`src/rtl/pipe_stage_reg.sv`:
```
`default_nettype none
// ============================================================================
// Module   : pipe_stage_reg
// Purpose  : Elastic valid/ready pipeline register with optional 2-entry skid.
// Revision : 1.0 - initial release
// ============================================================================
module pipe_stage_reg #(
  parameter int unsigned WIDTH         = 64,
  parameter bit          SKID          = 1'b1,
  parameter bit          CLEAR_PAYLOAD = 1'b0
) (
  input  logic             clk,
  input  logic             rst_n,
  input  logic             flush_i,
  input  logic             in_valid_i,
  output logic             in_ready_o,
  input  logic [WIDTH-1:0] in_data_i,
  output logic             out_valid_o,
  input  logic             out_ready_i,
  output logic [WIDTH-1:0] out_data_o,
  output logic [1:0]       occupancy_o
);

  localparam logic [1:0] S_EMPTY = 2'd0;
  localparam logic [1:0] S_ONE   = 2'd1;
  localparam logic [1:0] S_FULL  = 2'd2;

  logic [1:0]       r_state;
  logic [1:0]       w_state_nxt;
  logic             w_in_ready;
  logic             w_in_fire;
  logic             w_out_fire;
  logic             w_main_en;
  logic [WIDTH-1:0] r_main;
  logic [WIDTH-1:0] w_skid_q;
  logic [WIDTH-1:0] w_main_d;

  // State encoding equals the entry count, so occupancy is the state itself.
  assign out_valid_o = (r_state != S_EMPTY);
  assign occupancy_o = r_state;
  assign out_data_o  = r_main;
  assign in_ready_o  = w_in_ready;
  assign w_in_fire   = in_valid_i & w_in_ready;
  assign w_out_fire  = out_valid_o & out_ready_i;
  assign w_main_d    = (r_state == S_FULL) ? w_skid_q : in_data_i;

  always_comb begin
    w_state_nxt = r_state;
    w_main_en   = 1'b0;
    if (flush_i) begin
      w_state_nxt = S_EMPTY;
    end else begin
      case (r_state)
        S_EMPTY: begin
          if (w_in_fire) begin
            w_state_nxt = S_ONE;
            w_main_en   = 1'b1;
          end
        end
        S_ONE: begin
          if (w_in_fire) begin
            w_state_nxt = w_out_fire ? S_ONE : S_FULL;
            w_main_en   = w_out_fire;
          end else if (w_out_fire) begin
            w_state_nxt = S_EMPTY;
          end
        end
        S_FULL: begin
          if (w_out_fire) begin
            w_state_nxt = S_ONE;
            w_main_en   = 1'b1;
          end
        end
        default: w_state_nxt = S_EMPTY;
      endcase
    end
  end

  always_ff @(posedge clk or negedge rst_n) begin
    if (!rst_n) begin
      r_state <= S_EMPTY;
    end else begin
      r_state <= w_state_nxt;
    end
  end

  if (SKID) begin : g_skid
    logic             r_in_ready;
    logic             w_skid_en;
    logic [WIDTH-1:0] r_skid;

    // Second entry is only written when the head stays put and a new one arrives.
    assign w_skid_en = !flush_i & w_in_fire & !w_out_fire & (r_state == S_ONE);

    always_ff @(posedge clk or negedge rst_n) begin
      if (!rst_n) begin
        r_in_ready <= 1'b1;
      end else begin
        r_in_ready <= (w_state_nxt != S_FULL);
      end
    end

    if (CLEAR_PAYLOAD) begin : g_skid_clr
      always_ff @(posedge clk or negedge rst_n) begin
        if (!rst_n) begin
          r_skid <= '0;
        end else if (flush_i) begin
          r_skid <= '0;
        end else if (w_skid_en) begin
          r_skid <= in_data_i;
        end
      end
    end else begin : g_skid_hold
      always_ff @(posedge clk) begin
        if (w_skid_en) begin
          r_skid <= in_data_i;
        end
      end
    end

    assign w_in_ready = r_in_ready;
    assign w_skid_q   = r_skid;
  end else begin : g_noskid
    assign w_in_ready = !out_valid_o | out_ready_i;
    assign w_skid_q   = '0;
  end

  if (CLEAR_PAYLOAD) begin : g_main_clr
    always_ff @(posedge clk or negedge rst_n) begin
      if (!rst_n) begin
        r_main <= '0;
      end else if (flush_i) begin
        r_main <= '0;
      end else if (w_main_en) begin
        r_main <= w_main_d;
      end
    end
  end else begin : g_main_hold
    always_ff @(posedge clk) begin
      if (w_main_en) begin
        r_main <= w_main_d;
      end
    end
  end

endmodule
`default_nettype wire
```
`config.mk`:
```
export PLATFORM = sky130hd
export DESIGN_NAME = pipe_stage_reg
export DESIGN_NICKNAME = d
export VERILOG_FILES = /design/src/rtl/pipe_stage_reg.sv
export SDC_FILE = /design/constraint.sdc
export NUM_CORES = 1
export LEC_CHECK = 0
export ABC_AREA = 1
export CAP_MARGIN = 40
export CELL_PAD_IN_SITES_DETAIL_PLACEMENT = 1
export CELL_PAD_IN_SITES_GLOBAL_PLACEMENT = 1
export CORE_UTILIZATION = 41
export DETAILED_ROUTE_END_ITERATION = 8
export PLACE_DENSITY_LB_ADDON = 0.1
export SLEW_MARGIN = 20
export SYNTH_ARGS = -nofsm -noshare
export SYNTH_HDL_FRONTEND = slang
export SYNTH_SLANG_ARGS = --single-unit
```
`constraint.sdc`:
```
create_clock -name clk -period 10.4 [get_ports clk]
set_input_delay 1.56 -clock clk [delete_from_list [all_inputs] [get_ports clk]]
set_output_delay 1.56 -clock clk [all_outputs]
set_load 0.01 [all_outputs]
```
* Word level (Yosys, flattened, before mapping)
Index checks and enable logic that the tools add are counted.
** Storage, ports and cells
- Register bits after elaboration :: 131
- Output and inout bits :: 68
- Bits of input ports :: 69
- Logic and storage cells :: 29
** Cells by class
- Reduce and logical (&&, ||, !) cells :: 4
- Multiplexer cells :: 13
- Bitwise gates (word level) :: 5
- Equality and inequality tests :: 3
** Operators by type and width (count)
- 64-bit 2-to-1 mux :: 1
- 2-bit 2-to-1 mux :: 6
- 2-bit one-hot mux with 3 select lines :: 1
- 1-bit bitwise AND :: 5
- 1-bit 2-to-1 mux :: 4
- 1-bit one-hot mux with 3 select lines :: 1
- 2-bit by 1-bit == test with 1-bit output (second input constant) :: 1
- 2-bit == test (second input constant) :: 1
- 1-bit zero test :: 2
- 2-bit zero test :: 1
- 2-bit inequality test (second input constant) :: 1
- 2-bit nonzero test :: 1

* Longest topological paths before layout
- Depth after elaboration :: 7
- Mapped depth :: 6
- Depth with buffers taken out :: 6

* Worst setup path before layout
OpenSTA, ideal clock, no wires.
- Path kind :: in2reg
- Start :: input flush_i
- End :: register r_main[0], in the netlist out_data_o[0], enable pin
- Required time :: 9.822 ns
- Stages :: 3
- Path slack :: 3.471 ns
- Arrival time :: 6.352 ns
- Setup time :: 0.578 ns
- Cells stage by stage :: inv_1 nand2_1 nor3b_1
** Between the ends
- Word-level cells in the longest chain between the ends :: 1
** RTL lines
- start, declared :: line 14 : input logic flush_i,
- 1-bit 2-to-1 mux :: line 50 : if (flush_i) begin
- named net w_main_en :: line 33 : logic w_main_en;
- end signal, assigned :: line 141 : r_main <= w_main_d;
- end, declared :: line 34 : logic [WIDTH-1:0] r_main;
The timed path passes the listed nets, and every way through them passes these cells.
A chain may end at the register's enable or synchronous reset.

* Worst setup path in the final report
- Start :: register r_state[0], in the netlist occupancy_o[0]
- End :: output out_valid_o
** Between the ends
- Word-level cells in the longest chain between the ends :: 1
** RTL lines
- start, declared :: line 28 : logic [1:0] r_state;
- start signal, assigned :: line 83 : r_state <= w_state_nxt;
- 2-bit nonzero test :: line 39 : assign out_valid_o = (r_state != S_EMPTY);
- end, declared :: line 18 : output logic out_valid_o,
Every way passes these cells.

==> impl_metrics.tcl <==
set metrics [dict create \
    status "complete, but fails checks" \
    violations "DRC" \
    finalHoldViolCount 0 \
    synth_top_area_share_pct 77.46 \
    clockPowerShare_pct 41.1 \
    synth-seq-area-share_pct 79.00 \
    pin_count 137 \
    cpPeakStageDelay_ns 0.55 \
    cp_max_fo 4 \
    end_kind "output pin" \
    cts_tree "yes" \
    fmax_mhz 322.3 \
    path_clk_slew_ns 0.05 \
    synthFlopType "edfxtp_1" \
    layout-drive-gt1-share_pct 6.705 \
    gp_congestion 0.7287 \
    async_flop_share_pct 2.290 \
    place_ws_ns 6.472 \
    num_antenna_cells 0 \
    worstPathRequired_ns 8.84 \
    clock_sinks 131 \
    syn-mean-instance-area_um2 13.48 \
    grt_pass1_wl_um 18510 \
    dp_cells 631 \
    num_vias 3332 \
    area_growth_pct 39.89 \
    ys_seq_elements 131 \
    synth_nets 437 \
    power.total_mw 1.217 \
    power.switching_mw 0.2605 \
    leakagePower_nw 2.620 \
    dp_hpwl_um 7148 \
    finClkSkew_ns 0.008401 \
    synth-edff-count 128 \
    worstHoldPathType "flop to flop" \
    timing.final.crit_period_ns 3.103 \
    fin_cells 665 \
    ys_warn_count 0 \
    synth_top_area_cell "edfxtp_1" \
    fin_crit_sh_pct 29.84 \
    routed_wl_um 11650 \
    fin_ws_ns 7.297 \
    postLayoutCoreUtil_pct 59.77 \
    irDropWorstVdd_uv 103.8 \
    die_y_um 112.0 \
    rows 39 \
    power_frac_seq_pct 50.0 \
    dieArea_um2 12550 \
    postCtsSetupRepairBufs 0 \
    combPwrFrac_pct 8.9 \
    synthTopCellsByCount "nand2_1 (138), edfxtp_1 (128), nand3_1 (64)" \
    grtUsageTotal_pct 19.82 \
    viasPerCell 5.011 \
    yosys.cell_count.top_type "nand2_1" \
    cp_cell_sequence "inv_2, nand2_1, clkdlybuf4s50_1" \
    htreeDepth 4 \
    placed_area_um2 6414 \
    io_buffer_count 136 \
    cp_top_family "buffers and inverters" \
    syn_inst 368 \
    grt_max_degree 67 \
    clk_latency_ns 0.41 \
    wl_per_cell_um 17.52 \
    root_buffer "clkbuf_16" \
    synth_area_um2 4962 \
    cp-start-kind "flop" \
    synthDistinctLibCells 13 \
    worst_slew_pin_slew_ns 0.7304 \
    numCtsBuffers 17 \
    finalInstanceArea_um2 6942 \
    powerDensity_nw_per_um2 175.3 \
    hold_ws_ns 0.5489 \
    rsz0062_at_grt "no" \
    gr-total-overflow 0 \
    cap_violations 0 \
    critical_path_arrival_ns 1.54 \
    drt_iter0_drc 207 \
    design.final.nets 578 \
    crit_slowest_cell "clkdlybuf4s50_1" \
    critical_path_buf_inv_count 2 \
    slew-limit-headroom_pct 51.31 \
    antenna_found_initial 0 \
    internal-power_mw 0.9563 \
    drv_slew 0 \
    grt_pass1_vias 3600 \
    antenna_left 0 \
    setup-tns-final_ns 0 \
    hold_buffers 0 \
    setup_viol 0 \
    netSwitchingFraction_pct 21.41 \
    clock_path_buffers 2 \
    cts_resized 0 \
    drc 10 \
    core_um2 11610 \
    synthTopCellsByArea "edfxtp_1 (77%), nand2_1 (10%), nand3_1 (6.5%)" \
    path_class "flop to output pin" \
    initial_core_util_pct 42.73 \
    die_x_um 112.0 \
    first_pass_iters 7 \
]
## logic make-up after synthesis
group                  Yosys count  synth area share [%]
and+or+nand+nor                209                 17.55
DFF                            131                 79.00
buffers and inverters           26                 3.253
AOI/OAI and AO/OA                2                0.2017
## worst register-to-register path, stage by stage, from the launching register on
cell,delay (ns)
dfrtp_1,0.42
inv_2,0.07
buf_4,0.55
nand2_2,0.49
buf_4,0.44
nand2_1,0.16
nand2_1,0.07
## sequential cells by signal, indices dropped and copies added, names as in the netlist
name / count
occupancy_o: 2
out_data_o: 64
in_ready_o: 1
g_skid.r_skid: 64
## area by class of cell
cell class	instances	area (um2)
fillers	1156	4672
flip-flops and latches	131	3921
repair buffers	143	1439
multi-input cells	211	895.9
clock buffers	23	447.9
well taps	143	178.9
clock inverters	9	40.04
inverters	5	18.77
## final timing paths
check | slack, ns | cells past startpoint | to | from
worst max register to register | 7.94 | 6 | out_data_o[61] | occupancy_o[0]
worst min register to register | 0.55 | 2 | out_data_o[56] | g_skid.r_skid[56]
max in group asynchronous | 8.85 | 1 | in_ready_o | rst_n
worst min-delay path | 0.55 | 2 | out_data_o[56] | g_skid.r_skid[56]
min in group asynchronous | 1.33 | 1 | occupancy_o[0] | rst_n
worst max-delay path | 7.30 | 3 | out_valid_o | occupancy_o[0]
## power groups by stage
stage / Combinational, mW / Clock (mW) / Sequential (mW)
after floorplan: 0.0325 / 0 / 0.628
after global placement: 0.104 / 0 / 0.619
after detailed placement: 0.107 / 0 / 0.620
after CTS: 0.108 / 0.510 / 0.609
after global routing: 0.118 / 0.530 / 0.610
final: 0.108 / 0.500 / 0.609
## routing by layer
metal	GRT usage (%)	vias to the layer above	wire [um]
met5	0	-	0
met3	9.125	18	880
met2	31.88	115	5780
met4	7.556	0	188
met1	23.32	1622	4802
li1	-	1577	-
## layout by cell type (no fill, tap or decap)
| cell type | synthesis | layout |
|---|---|---|
| clkinv_1 | 0 | 4 |
| nor2_4 | 0 | 1 |
| dfrtp_1 | 2 | 1 |
| a21oi_1 | 2 | 2 |
| clkbuf_1 | 0 | 6 |
| dfstp_2 | 1 | 1 |
| clkdlybuf4s50_1 | 0 | 136 |
| buf_4 | 5 | 5 |
| dfrtp_2 | 0 | 1 |
| nor3b_2 | 0 | 1 |
| inv_1 | 5 | 4 |
| nand2_1 | 138 | 137 |
| nand4_1 | 1 | 1 |
| nand3_1 | 64 | 64 |
| clkbuf_16 | 0 | 17 |
| buf_12 | 0 | 2 |
| edfxtp_1 | 128 | 128 |
| clkinv_2 | 0 | 5 |
| nand2_2 | 0 | 1 |
| nor2_1 | 5 | 4 |
| inv_2 | 0 | 1 |
Note: power is estimated with default switching activity, not from simulation.
